### src/rtl/iact_stream_fetcher.sv
// rtl/iact_stream_fetcher.sv - iact SRAM bank read-side stream fetcher
//
// Issues one read request to the iact bank for each accepted start, then
// buffers the bank's address and data streams in two small FIFOs. Both
// streams go to the PE ports unmodified, zero terminators included. done
// pulses once the bank has reported end of read and both FIFOs are empty.
//
// Ports:
//   clock, reset                  rising-edge clock, synchronous active-low reset
//   start, start_addr             fetch request and bank start address
//   busy, done                    fetch in progress / one-cycle completion pulse
//   bank_read_en, bank_read_addr  one-cycle read request to the bank
//   bank_read_done                bank end-of-both-streams pulse
//   bank_addr_* / bank_data_*     bank-side ready/valid streams
//   pe_addr_* / pe_data_*         PE-side ready/valid streams (FIFO heads)
//   addr_count, data_count        entries popped to the PE since the last start
//                                 (present only when IACT_FETCH_CNT_EN is defined)
module iact_stream_fetcher #(
    parameter int ADDR_W     = 7,
    parameter int DATA_W     = 12,
    parameter int RADDR_W    = 10,
    parameter int FIFO_DEPTH = 4
) (
    input  logic               clock,
    input  logic               reset,
    input  logic               start,
    input  logic [RADDR_W-1:0] start_addr,
    output logic               busy,
    output logic               done,
    output logic               bank_read_en,
    output logic [RADDR_W-1:0] bank_read_addr,
    input  logic               bank_read_done,
    input  logic               bank_addr_valid,
    output logic               bank_addr_ready,
    input  logic [ADDR_W-1:0]  bank_addr,
    input  logic               bank_data_valid,
    output logic               bank_data_ready,
    input  logic [DATA_W-1:0]  bank_data,
    output logic               pe_addr_valid,
    input  logic               pe_addr_ready,
    output logic [ADDR_W-1:0]  pe_addr,
    output logic               pe_data_valid,
    input  logic               pe_data_ready,
    output logic [DATA_W-1:0]  pe_data
`ifdef IACT_FETCH_CNT_EN
    ,
    output logic [7:0]         addr_count,
    output logic [7:0]         data_count
`endif
);

    localparam int PTR_W = $clog2(FIFO_DEPTH);
    localparam int CNT_W = PTR_W + 1;
    localparam logic [CNT_W-1:0] FULL_CNT = CNT_W'(FIFO_DEPTH);

    typedef enum logic [2:0] {IDLE, REQ, STREAM, DRAIN, FIN} state_t;

    state_t             state, state_next;
    logic [RADDR_W-1:0] addr_reg;
    logic               read_done_seen;

    logic [ADDR_W-1:0]  a_mem [FIFO_DEPTH];
    logic [PTR_W-1:0]   a_wr, a_rd;
    logic [CNT_W-1:0]   a_cnt;
    logic               a_full, a_empty, a_push, a_pop;

    logic [DATA_W-1:0]  d_mem [FIFO_DEPTH];
    logic [PTR_W-1:0]   d_wr, d_rd;
    logic [CNT_W-1:0]   d_cnt;
    logic               d_full, d_empty, d_push, d_pop;

    assign a_full  = (a_cnt == FULL_CNT);
    assign a_empty = (a_cnt == '0);
    assign d_full  = (d_cnt == FULL_CNT);
    assign d_empty = (d_cnt == '0);

    // Ready depends on full only, so a push never lands on a full FIFO even
    // when the PE pops in the same cycle.
    assign bank_addr_ready = (state == STREAM) && !a_full;
    assign bank_data_ready = (state == STREAM) && !d_full;
    assign a_push = bank_addr_valid && bank_addr_ready;
    assign d_push = bank_data_valid && bank_data_ready;
    assign a_pop  = !a_empty && pe_addr_ready;
    assign d_pop  = !d_empty && pe_data_ready;

    // Head is forced to zero while empty so stale storage never shows.
    assign pe_addr_valid = !a_empty;
    assign pe_data_valid = !d_empty;
    assign pe_addr       = a_empty ? '0 : a_mem[a_rd];
    assign pe_data       = d_empty ? '0 : d_mem[d_rd];

    assign bank_read_addr = addr_reg;

    always_ff @(posedge clock) begin
        if (a_push) a_mem[a_wr] <= bank_addr;
        if (d_push) d_mem[d_wr] <= bank_data;
    end

    always_ff @(posedge clock) begin
        if (!reset) begin
            a_wr  <= '0;
            a_rd  <= '0;
            a_cnt <= '0;
            d_wr  <= '0;
            d_rd  <= '0;
            d_cnt <= '0;
        end else begin
            if (a_push) a_wr <= a_wr + 1'b1;
            if (a_pop)  a_rd <= a_rd + 1'b1;
            a_cnt <= a_cnt + CNT_W'(a_push) - CNT_W'(a_pop);
            if (d_push) d_wr <= d_wr + 1'b1;
            if (d_pop)  d_rd <= d_rd + 1'b1;
            d_cnt <= d_cnt + CNT_W'(d_push) - CNT_W'(d_pop);
        end
    end

    always_ff @(posedge clock) begin
        if (!reset) begin
            state          <= IDLE;
            addr_reg       <= '0;
            read_done_seen <= 1'b0;
        end else begin
            state <= state_next;
            if (state == IDLE && start) addr_reg <= start_addr;
            if (state == REQ) begin
                read_done_seen <= 1'b0;
            end else if (state == STREAM && bank_read_done) begin
                read_done_seen <= 1'b1;
            end
        end
    end

    always_comb begin
        state_next   = state;
        busy         = 1'b0;
        done         = 1'b0;
        bank_read_en = 1'b0;
        case (state)
            IDLE: begin
                if (start) state_next = REQ;
            end
            REQ: begin
                busy         = 1'b1;
                bank_read_en = 1'b1;
                state_next   = STREAM;
            end
            STREAM: begin
                busy = 1'b1;
                if (bank_read_done) state_next = DRAIN;
            end
            DRAIN: begin
                busy = 1'b1;
                if (read_done_seen && a_empty && d_empty) state_next = FIN;
            end
            FIN: begin
                done       = 1'b1;
                state_next = IDLE;
            end
            default: state_next = IDLE;
        endcase
    end

`ifdef IACT_FETCH_CNT_EN
    always_ff @(posedge clock) begin
        if (!reset) begin
            addr_count <= '0;
            data_count <= '0;
        end else if (state == REQ) begin
            addr_count <= '0;
            data_count <= '0;
        end else begin
            if (a_pop && addr_count != 8'hFF) addr_count <= addr_count + 8'd1;
            if (d_pop && data_count != 8'hFF) data_count <= data_count + 8'd1;
        end
    end
`endif

endmodule

### config.mk
export PLATFORM = sky130hd
export DESIGN_NAME = iact_stream_fetcher
export DESIGN_NICKNAME = d
export VERILOG_FILES = /design/src/rtl/iact_stream_fetcher.sv
export SDC_FILE = /design/constraint.sdc
export NUM_CORES = 1
export LEC_CHECK = 0
export ABC_AREA = 1
export CORE_AREA = 2 2 96 98
export DETAILED_ROUTE_END_ITERATION = 12
export DIE_AREA = 0 0 98 100
export PLACE_DENSITY = 0.77
export SLEW_MARGIN = 15
export SYNTH_ARGS = -nofsm -noshare
export SYNTH_HDL_FRONTEND = slang
export SYNTH_SLANG_ARGS = --single-unit
### constraint.sdc
create_clock -name clock -period 2.38 [get_ports clock]
set_input_delay 0.238 -clock clock [delete_from_list [all_inputs] [get_ports clock]]
set_output_delay 0.238 -clock clock [all_outputs]
set_load 0.02 [all_outputs]
# Yosys cells after proc, flatten, opt, wreduce, memory -nomap -nowiden
# Memories as Yosys holds them, arrays and structs flattened. A register that Yosys moved wholly into a read port is not among the register bits.
# Cells that the tools add are included.
# Widths: inputs -> output; s select.
[word_totals]
reg_bits = 28
latch_bits = 0
ramBits = 76
mem_bits_ro = 0
inputBits = 37
out_inout_bits = 36
elab_cells = 66
memories = 2
[memory_table]
columns = ["memory", "depth", "word_bits", "read_ports", "rd_ports_with_merged_regs", "wr", "line", "text"]
rows = [
  ["d_mem", 4, 12, 1, 1, 1, "67", "logic [DATA_W-1:0] d_mem [FIFO_DEPTH];"],
  ["a_mem", 4, 7, 1, 1, 1, "62", "logic [ADDR_W-1:0] a_mem [FIFO_DEPTH];"],
]
[op_classes]
add_sub_neg = 8
n_mul = 0
div = 0
order_cmp = 0
eq_ne = 9
shift = 0
n_mux = 17
bitwise_logic = 1
n_reduce_logical = 20
[op_table]
columns = ["operator", "n"]
rows = [
  ["$mux 12", 1],
  ["$pmux 3 s4", 1],
  ["$logic_and 1x1->1", 10],
  ["$eq 3x3->1 const B", 3],
  ["$logic_not 3->1", 3],
  ["$mux 3", 3],
  ["$add 2x1->2 const B", 4],
  ["$mux 2", 4],
  ["$mux 1", 7],
  ["$mux 7", 1],
  ["$add 3x1->3", 2],
  ["$eq 3x2->1 const B", 2],
  ["$ne 2x2->1 const B", 3],
  ["$sub 3x1->3", 2],
  ["$logic_not 1->1", 4],
  ["$eq 3x1->1 const B", 1],
  ["$reduce_and 3->1", 1],
  ["$reduce_or 3->1", 1],
  ["$reduce_or 2->1", 1],
  ["$not 1->1", 1],
]

# Logic depth before layout (Yosys ltp)
# Gate-level depths: netlist of run 1.
[logic_depth]
depth_word = 6
ltp_mapped = 11
ltp_nobuf = 11

# Worst setup path before layout of run 1
# Ideal clock, no wire load.
[synth_path]
kind = "register to register"
start = "reg d_cnt[2]"
end = "reg d_cnt[2]"
t_arrival_ns = 1.860
t_required_ns = 2.310
slack_ns = 0.450
stages_incl_launch_ff = 12
path_buffers = 0
period_less_slack_ns = 1.930
path_cell_list = "dfxtp_1 nor2_1 nand2_1 nand2_1 inv_2 ha_1 inv_1 ha_1 fa_1 inv_1 o21ai_0 a21oi_1"
[synth_between]
word_cells_on_any_way = 9
classes_between = "add/sub: 2; eq/ne: 1; reduce/logical: 6"
[synth_rtl]
columns = ["item", "line", "text"]
rows = [
  ["from (decl)", "69", "logic [CNT_W-1:0] d_cnt;"],
  ["from (signal assigned)", "113", "d_cnt <= d_cnt + CNT_W'(d_push) - CNT_W'(d_pop);"],
  ["$logic_not 3->1", "75", "assign d_empty = (d_cnt == '0);"],
  ["$logic_not 1->1", "--", ""],
  ["net pe_data_valid", "42", "output logic pe_data_valid,"],
  ["$logic_and 1x1->1", "84", "assign d_pop = !d_empty && pe_data_ready;"],
  ["net d_pop", "70", "logic d_full, d_empty, d_push, d_pop;"],
  ["$sub 3x1->3", "113", ""],
]
# The timed path passes the listed nets, and every way through them passes these cells.
# A chain may end at the register's enable or synchronous reset.

# Worst setup path in the final report of run 1
[layout_path]
start = "reg d_cnt[2]"
end = "out pe_data[0]"
[layout_between]
elab_chain_cells = 2
[layout_lines]
columns = ["item", "line", "text"]
rows = [
  ["$logic_not 3->1", "75", ""],
  ["$mux 12", "90", "assign pe_data = d_empty ? '0 : d_mem[d_rd];"],
  ["to (decl)", "44", "output logic [DATA_W-1:0] pe_data"],
]
# No other way between the ends.

==> results.py, run 1 <==
metrics = {
    "timing": {
        "min_period_ns": 2.24,
        "skew_ns": 0.0149,
        "worstMarginPinSlew_ns": 0.467,
        "slew_viol_final": 0,
        "finalHoldViolCount": 0,
        "rsz0062_at_grt": "false",
        "setup_violations": 0,
        "slew_headroom": 0.688,
        "fmax_mhz": 446,
        "finalCritPeriodShare": 0.942,
        "tns_ns": 0,
    },
    "setup_path": {
        "timing.rr.end": "d_cnt[2]$_SDFF_PN0_",
        "crit_chain": "nor2_1 > nand2_2 > clkinvlp_4 > buf_4 > a21oi_1 > clkdlybuf4s50_1",
        "max_stage_delay_ns": 0.63,
        "rrSetupSlack_ns": 0.30,
        "worst_setup_path_start_kind": "flop",
        "critPathMaxFanout": 5,
        "cp_slowest_cell": "clkdlybuf4s50_1",
        "critical_path_class": "reg2out",
        "reg2reg_from": "state[0]$_SDFFE_PN0P_",
        "cp.required_ns": 2.14,
        "endpoint_kind": "output pin",
        "cp.arrival_ns": 2.00,
        "reg2reg_depth": 11,
    },
    "logic_synthesis": {
        "muxShareOfSynthArea": 0,
        "synth-xor-area-share": 0.00772,
        "netlist_instances": 428,
        "synth-seq-cells": 108,
        "yosys.area.top_type": "edfxtp_1",
        "synth_adder_area_share": 0.0419,
        "synth_compound_area_frac": 0.111,
        "syn_nets": 479,
        "avgSynthCellArea_um2": 10.6,
        "yosys.area_share.simple": 0.130,
        "yosysTopAreaCellShare": 0.503,
        "synth.area.top_cells": "edfxtp_1, dfxtp_1, nor2_1",
        "synth_top_family_by_area": "simple AND/OR/NAND/NOR gates",
        "netlist_area_mm2": 0.00454,
        "yosysWarnings": 0,
        "ys_seq_area_frac": 0.644,
        "synth_cell_types": 33,
    },
    "clocking": {
        "clock_latency_ns": 0.35,
        "cts_tree": "yes",
        "hold_buffers": 0,
        "cts-root-buf": "clkbuf_8",
        "clockBufferDepth": 2,
        "cts_buffers": 9,
        "h-tree-depth": 3,
        "cts_sinks": 108,
        "path_clk_slew_ns": 0.10,
    },
    "placed_design": {
        "hpwl_um": 5630,
        "place.gp.congestion": 0.877,
        "dpl_cell_area_mm2": 0.00539,
        "io_buffers": 72,
    },
    "floorplan": {
        "start_util": 0.510,
        "dieHeight_um": 100,
        "fp.coreArea_mm2": 0.00889,
        "dieWidth_um": 98,
        "row_count": 35,
        "ioPinCount": 73,
        "dieArea_mm2": 0.00980,
    },
    "grt": {
        "grtUsageTotal": 0.174,
        "grt_overflow_total": 0,
        "first_global_vias": 2997,
        "grt_pass1_wl_um": 13500,
        "antenna_found_initial": 0,
        "grt_max_degree": 25,
    },
    "power": {
        "ir_drop_mv": 0.592,
        "powerDensity_mw_per_mm2": 992,
        "power_leakage_nw": 2.20,
    },
    "drt": {
        "vias_per_cell": 4.93,
        "vias": 3086,
        "drtAntennaViolNets": 0,
        "drc_errors": 0,
        "drt_wl_total_um": 8200,
        "firstDrtPassIters": 4,
        "wl_per_cell_um": 13.1,
        "initialDrtViolationCount": 148,
    },
    "cells_and_area": {
        "final_area_mm2": 0.00563,
        "layout-drive-gt1-share": 0.0990,
        "syn2layout_area_growth_pct": 24.0,
        "n_antenna_cell": 0,
        "final_nets": 561,
    },
    "flow_run": {
        "cap_violations": 0,
    },
    "hold_path": {
        "hp-start": "bank_read_addr[9]$_SDFFE_PN0P_",
        "hold_end": "bank_read_addr[9]$_SDFFE_PN0P_",
        "min_path_cells": 2,
        "hp-class": "reg2reg",
    },
    "outcome": {
        "status": "finished, final reports clean",
    },
}
## cells in the final DEF (no fill, tap or decap), drive strengths merged
cell           instances
ha                    12
dfxtp                 32
nor2                  95
buf                   13
clkinvlp               4
a211oi                 1
nor3                   1
dlymetal6s2s           6
fa                     2
a21oi                 41
nand3b                 2
nand3                 10
clkinv                 2
o21bai                 1
a31oi                  1
edfxtp                76
xor2                   4
clkdlybuf4s50         66
nand2                 27
inv                   55
clkbuf                10
o21ai                 54
## worst max path at each step
| stage | start | endpoint | slack (ns) |
|---|---|---|---|
| floorplan | d_cnt[2]$_SDFF_PN0_ | d_cnt[2]$_SDFF_PN0_ | 0.45 |
| global placement | bank_addr_valid | a_cnt[2]$_SDFF_PN0_ | 0.30 |
| detailed placement | bank_data_valid | d_cnt[2]$_SDFF_PN0_ | 0.23 |
| CTS | flop | pe_addr[0] | 0.003 |
| global route | flop | pe_data[3] | 0.01 |
| finish | d_cnt[2]$_SDFF_PN0_ | pe_data[0] | 0.14 |
## cell usage after synthesis (all sizes together)
| library cell | count |
|---|---|
| clkbuf | 5 |
| buf | 10 |
| edfxtp | 76 |
| o21bai | 1 |
| a21oi | 41 |
| nor2 | 95 |
| a31oi | 1 |
| nand2 | 27 |
| xor2 | 4 |
| ha | 12 |
| nand3b | 2 |
| inv | 54 |
| dfxtp | 32 |
| a211oi | 1 |
| nand3 | 10 |
| nor3 | 1 |
| fa | 2 |
| o21ai | 54 |
## critical path: cells and delay by family, from the launching register on
kind	cells	cell delay, ns
compound gates	1	0.15
flops	1	0.40
buf+inv	3	0.89
simple gates	2	0.23
## area by class of cell
class                      count  area [um2]
clock buffer                  10         128
tap                          111         139
inverter                      54         213
timing repair buffer          85         837
clock inverter                 6        56.3
multi-input combinational    251        1320
sequential                   108        2930
fill                         718        3260
timing repair inverter         1        5.00
## per-layer routing
| layer | track usage | part of all wire | vias to the layer above |
|---|---|---|---|
| li1 | - | - | 1591 |
| met1 | 0.229 | 0.45 | 1413 |
| met2 | 0.289 | 0.49 | 80 |
| met3 | 0.0460 | 0.056 | 2 |
| met4 | 0.0481 | 0.0038 | 0 |
| met5 | 0 | 0 | - |
## kinds of logic (layout without fill, tap and decap cells)
kind of cell / after synthesis / after routing
flops: 108 / 108
compound gates: 98 / 98
simple gates: 135 / 135
xor+xnor: 4 / 4
fa+ha+maj: 14 / 14
buf+inv: 69 / 156
## flip-flops by register name, summed over array words and instances (netlist names), named ones only
signal / cells
d_mem: 48
a_mem: 28
bank_read_addr: 10
a_cnt: 3
d_cnt: 3
state: 3
a_rd: 2
a_wr: 2
d_rd: 2
d_wr: 2
read_done_seen: 1
## repair_timing
| item | 4_1_cts | 5_1_grt |
|---|---|---|
| resized for setup | 2 | 12 |
| buffers inserted | 0 | 2 |
| cloned | 0 | 1 |
| endpoints found under the setup margin | 13 | 19 |
## stage by stage
step	total power, W	setup slack [ns]	util	instances	hold slack [ns]
after floorplan	0.00369	0.450	-	428	0.337
after global placement	0.00449	0.303	0.606	607	0.430
final	0.00558	0.137	0.633	626	0.454
after detailed placement	0.00455	0.231	0.606	607	0.441
after CTS	0.00558	0.00260	0.627	623	0.459
after global routing	0.00595	0.0116	0.633	626	0.472
## report_power, final
part	switching, W	internal (W)
clock network	0.000614	0.000404
registers	0.000162	0.00218
logic	0.00129	0.000933
No activity file was read; power rests on OpenSTA's default activity.
==> inputs of run 2 (changes only) <==
--- a/config.mk
+++ b/config.mk
@@ -6,10 +6,10 @@
 export NUM_CORES = 1
 export LEC_CHECK = 0
 export ABC_AREA = 1
-export CORE_AREA = 2 2 96 98
+export CORE_AREA = 2 2 110 112
 export DETAILED_ROUTE_END_ITERATION = 12
-export DIE_AREA = 0 0 98 100
-export PLACE_DENSITY = 0.77
+export DIE_AREA = 0 0 112 114
+export PLACE_DENSITY = 0.61
 export SLEW_MARGIN = 15
 export SYNTH_ARGS = -nofsm -noshare
 export SYNTH_HDL_FRONTEND = slang
==> results.py, run 2 (synthesis gave the netlist of run 1 again) <==
metrics = {
    "power": {
        "ir_drop_mv": 0.530,
        "total_power_w": 0.00615,
        "powerDensity_mw_per_mm2": 1060,
        "power_leakage_nw": 2.26,
    },
    "setup_path": {
        "cp.arrival_ns": 1.99,
        "worst_setup_path_start_kind": "flop",
        "max_stage_delay_ns": 0.62,
        "crit_chain": "nor2_1 > nand2_2 > clkinvlp_4 > buf_4 > a21oi_1 > clkdlybuf4s50_1",
        "endpoint_kind": "output pin",
        "critPathMaxFanout": 12,
        "critical_path_class": "reg2out",
        "cp_slowest_cell": "clkdlybuf4s50_1",
        "cp.required_ns": 2.14,
    },
    "timing": {
        "slew_headroom": 0.688,
        "slew_viol_final": 0,
        "setup_violations": 0,
        "fmax_mhz": 448,
        "min_period_ns": 2.23,
        "skew_ns": 0.00664,
        "finalHoldViolCount": 0,
        "timing.hold.ws_ns": 0.443,
        "finalCritPeriodShare": 0.937,
        "worstMarginPinSlew_ns": 0.468,
    },
    "grt": {
        "grt_pass1_wl_um": 14400,
        "first_global_vias": 3044,
        "grt_overflow_total": 0,
        "grtUsageTotal": 0.143,
        "grt_max_degree": 25,
        "antenna_found_initial": 0,
    },
    "cells_and_area": {
        "n_antenna_cell": 0,
        "syn2layout_area_growth_pct": 28.0,
        "final_common_cell": "nor2_1",
        "largest_reg_flops": 48,
        "fillers": 1095,
        "layout-drive-gt1-share": 0.0948,
        "final_nets": 563,
        "regMostFlops": "d_mem",
        "layout_common_cells": "nor2_1, edfxtp_1, clkdlybuf4s50_1, inv_1, o21ai_0",
    },
    "floorplan": {
        "dieArea_mm2": 0.0128,
        "row_count": 40,
        "fp.coreArea_mm2": 0.0117,
        "ioPinCount": 73,
        "start_util": 0.387,
        "dieWidth_um": 112,
        "dieHeight_um": 114,
    },
    "drt": {
        "firstDrtPassIters": 4,
        "drc_errors": 0,
        "vias_per_cell": 4.75,
        "vias": 3153,
        "wl_per_cell_um": 13.4,
        "initialDrtViolationCount": 187,
        "drtAntennaViolNets": 0,
        "drt_wl_total_um": 8920,
    },
    "clocking": {
        "clock_latency_ns": 0.34,
        "cts_tree": "yes",
        "cts-root-buf": "clkbuf_16",
        "cts_sinks": 108,
        "clockBufferDepth": 2,
        "cts_buffers": 9,
        "h-tree-depth": 3,
        "path_clk_slew_ns": 0.07,
    },
    "outcome": {
        "status": "finished, final reports clean",
    },
    "placed_design": {
        "hpwl_um": 6020,
        "io_buffers": 72,
        "place.gp.congestion": 0.786,
    },
    "flow_run": {
        "cap_violations": 0,
    },
    "hold_path": {
        "hp-class": "reg2reg",
    },
}
==> run 2: cell count changes in the layout (fill, tap and decap cells not counted), sizes merged <==
cell	previous run	this run
buf	13	16
bufinv	0	2
clkdlybuf4s50	66	67
clkinvlp	4	3
dlymetal6s2s	6	5
inv	55	53
==> run 2: layout make-up <==
| cell class | count | area [um2] | area share |
|---|---|---|---|
| Multi-Input combinational cell | 251 | 1320 | 0.227 |
| Clock buffer | 10 | 229 | 0.0394 |
| Timing Repair Buffer | 88 | 853 | 0.147 |
| Tap cell | 147 | 184 | 0.0317 |
| Sequential cell | 108 | 2920 | 0.503 |
| Clock inverter | 6 | 88.8 | 0.0153 |
| Inverter | 54 | 209 | 0.0360 |
==> run 2: repair_timing <==
action,in CTS,in global routing
setup endpoints to repair,0,12
buffers inserted,0,1
gates resized for setup,0,7
hold buffers,0,0
==> run 2: power breakdown <==
part / internal [W] / leakage (nW) / switching [W] / total [W]
registers: 0.00218 / 0.948 / 0.000129 / 0.00231
logic: 0.000936 / 1.17 / 0.00135 / 0.00228
clock network: 0.000922 / 0.149 / 0.000635 / 0.00156
==> run 2: final timing paths <==
kind                                  start                              to  slack [ns]  cells after the start
max                     d_cnt[2]$_SDFF_PN0_                      pe_data[4]        0.15                      6
min          bank_read_addr[4]$_SDFFE_PN0P_  bank_read_addr[4]$_SDFFE_PN0P_        0.44                      2
max reg2reg           state[0]$_SDFFE_PN0P_             d_cnt[2]$_SDFF_PN0_        0.28                     11
min reg2reg  bank_read_addr[4]$_SDFFE_PN0P_  bank_read_addr[4]$_SDFFE_PN0P_        0.44                      2
==> run 2: critical path, delay by kind of cell (launching register included) <==
kind	cells	cell delay [ns]
buffers and inverters	3	0.89
flip-flops	1	0.40
AND/OR/NAND/NOR	2	0.21
AO/OA/AOI/OAI	1	0.14
==> run 2: per-stage QoR <==
step | area (um2) | setup TNS, ns | utilization | cells | worst slack, ns
finish | 5810 | 0 | 0.496 | 664 | 0.149
global route | 5810 | -0.0119 | 0.496 | 664 | -0.00751
CTS | 5780 | 0 | 0.494 | 663 | 0.0346
detailed placement | 5460 | 0 | 0.467 | 647 | 0.199
global placement | 5460 | 0 | 0.467 | 647 | 0.292
floorplan | 4540 | 0 | - | 428 | 0.450
==> run 2: routing by layer <==
metal	vias up	part of all wire	routed length, um	global-route usage
met5	-	0	0	0
met4	0	0.014	125	0.0569
met3	8	0.064	570	0.0367
met2	95	0.46	4100	0.234
met1	1454	0.46	4120	0.185
li1	1596	-	-	-
==> inputs of run 3 (changes only) <==
--- a/config.mk
+++ b/config.mk
@@ -9,6 +9,8 @@
 export CORE_AREA = 2 2 110 112
 export DETAILED_ROUTE_END_ITERATION = 12
 export DIE_AREA = 0 0 112 114
+export GPL_TIMING_DRIVEN = 0
+export HOLD_SLACK_MARGIN = 0.05
 export PLACE_DENSITY = 0.61
 export SLEW_MARGIN = 15
 export SYNTH_ARGS = -nofsm -noshare
==> constraint.sdc (replaced) <==
create_clock -name clock -period 2.38 [get_ports clock]
set_input_delay 0.238 -clock clock [delete_from_list [all_inputs] [get_ports clock]]
set_output_delay 0.238 -clock clock [all_outputs]
set_load 0.05 [all_outputs]
==> results.py, run 3 (synthesis gave the netlist of run 1 again) <==
metrics = {
    "cells_and_area": {
        "fillers": 1084,
        "largest_reg_flops": 48,
        "regMostFlops": "d_mem",
        "layout-drive-gt1-share": 0.109,
        "syn2layout_area_growth_pct": 25.4,
        "final_nets": 562,
        "n_antenna_cell": 0,
        "finish.utilization": 0.486,
        "final_common_cell": "nor2_1",
        "layout_common_cells": "nor2_1, edfxtp_1, clkdlybuf4s50_1, inv_1, o21ai_0",
    },
    "flow_run": {
        "cap_violations": 0,
    },
    "clocking": {
        "cts_sinks": 108,
        "cts_post_setup_buffers_inserted": 0,
        "clock_latency_ns": 0.34,
        "cts_buffers": 9,
        "hold_buffers": 0,
        "clockBufferDepth": 2,
        "cts-root-buf": "clkbuf_16",
        "h-tree-depth": 3,
        "cts_tree": "yes",
        "path_clk_slew_ns": 0.07,
    },
    "setup_path": {
        "critPathMaxFanout": 10,
        "cp.arrival_ns": 1.99,
        "endpoint_kind": "output pin",
        "cp_slowest_cell": "dlygate4sd2_1",
        "worst_setup_path_start_kind": "flop",
        "max_stage_delay_ns": 0.54,
        "crit_chain": "inv_1 > clkbuf_1 > nor2_1 > o21ai_0 > a21oi_1 > dlygate4sd2_1",
        "cp.required_ns": 2.14,
        "critical_path_class": "reg2out",
    },
    "hold_path": {
        "hp-class": "reg2reg",
    },
    "drt": {
        "drt_wl_total_um": 9150,
        "firstDrtPassIters": 5,
        "vias": 3151,
        "wl_per_cell_um": 13.8,
        "vias_per_cell": 4.75,
        "drtAntennaViolNets": 0,
        "drc_errors": 0,
        "initialDrtViolationCount": 185,
    },
    "floorplan": {
        "dieHeight_um": 114,
        "start_util": 0.387,
        "dieArea_mm2": 0.0128,
        "ioPinCount": 73,
        "fp.coreArea_mm2": 0.0117,
        "row_count": 40,
        "dieWidth_um": 112,
    },
    "timing": {
        "finalCritPeriodShare": 0.937,
        "setup_ws_ns": 0.149,
        "worstMarginPinSlew_ns": 1.14,
        "finalHoldViolCount": 0,
        "slew_headroom": 0.237,
        "tns_ns": 0,
        "slew_viol_final": 0,
        "rsz0062_at_grt": "false",
        "fmax_mhz": 448,
        "setup_violations": 0,
        "skew_ns": 0.00942,
        "min_period_ns": 2.23,
        "timing.hold.ws_ns": 0.445,
    },
    "power": {
        "powerDensity_mw_per_mm2": 1160,
        "pwr-share-clk": 0.228,
        "intPower_w": 0.00377,
        "switching_share": 0.427,
        "comb_power_share": 0.421,
        "power.switching_w": 0.00281,
        "power_leakage_nw": 2.21,
        "ir_drop_mv": 0.770,
        "seq_power_share": 0.351,
        "total_power_w": 0.00658,
    },
    "grt": {
        "antenna_found_initial": 0,
        "grt_overflow_total": 0,
        "grt_pass1_wl_um": 15200,
        "first_global_vias": 3210,
        "grtUsageTotal": 0.152,
        "grt_max_degree": 19,
    },
    "outcome": {
        "status": "finished, final reports clean",
    },
    "placed_design": {
        "hpwl_um": 6300,
        "place.gp.congestion": 0.815,
        "io_buffers": 72,
        "dp_worst_setup_slack_ns": 0.139,
    },
}
-- run 3: final cells by class --
type                            count  area [um2]  share of cell area
Timing Repair Buffer               72         661               0.116
Tap cell                          147         184              0.0323
Clock buffer                       10         229              0.0402
Clock inverter                      6        72.6              0.0128
Multi-Input combinational cell    251        1320               0.233
Sequential cell                   108        2920               0.514
Buffer                             15        91.3              0.0161
Inverter                           54         205              0.0361
-- run 3: critical path: cells and delay by family, from the launching register on --
kind            cells  cell delay (ns)
buf+inv             3             0.91
flops               1             0.38
compound gates      2             0.20
simple gates        1             0.16
-- run 3: path summary, 6_finish.rpt --
path	startpoint	end	slack [ns]	cells past startpoint
hold / removal	bank_read_addr[6]$_SDFFE_PN0P_	bank_read_addr[6]$_SDFFE_PN0P_	0.44	2
setup reg to reg	state[0]$_SDFFE_PN0P_	d_mem[2][1]$_DFFE_PP_	0.26	5
hold reg to reg	bank_read_addr[6]$_SDFFE_PN0P_	bank_read_addr[6]$_SDFFE_PN0P_	0.44	2
setup / recovery	flop	pe_data[7]	0.15	6
-- run 3: per-stage QoR --
stage,std cells,area (um2)
floorplan,428,4540
global placement,647,5440
detailed placement,647,5440
CTS,663,5720
global route,663,5690
finish,663,5690
-- run 3: power groups by stage --
stage                     logic [W]  registers (W)  clock network [W]
final                       0.00277        0.00231            0.00150
after global routing        0.00303        0.00233            0.00160
after CTS                   0.00281        0.00231            0.00153
after detailed placement    0.00296        0.00235                  0
after global placement      0.00294        0.00234                  0
after floorplan             0.00192        0.00243                  0
-- run 3: what timing repair did --
action / 4_1_cts / 5_1_grt
endpoints found under the hold margin: 0 / 0
resized for setup: 19 / 21
setup endpoints to repair: 19 / 11
-- run 3: metal layers --
metal	routed length [um]	GRT usage	up-vias
met5	0	0	-
met4	58	0.0602	0
met3	617	0.0393	6
met2	4270	0.246	96
met1	4200	0.198	1451
li1	-	-	1598
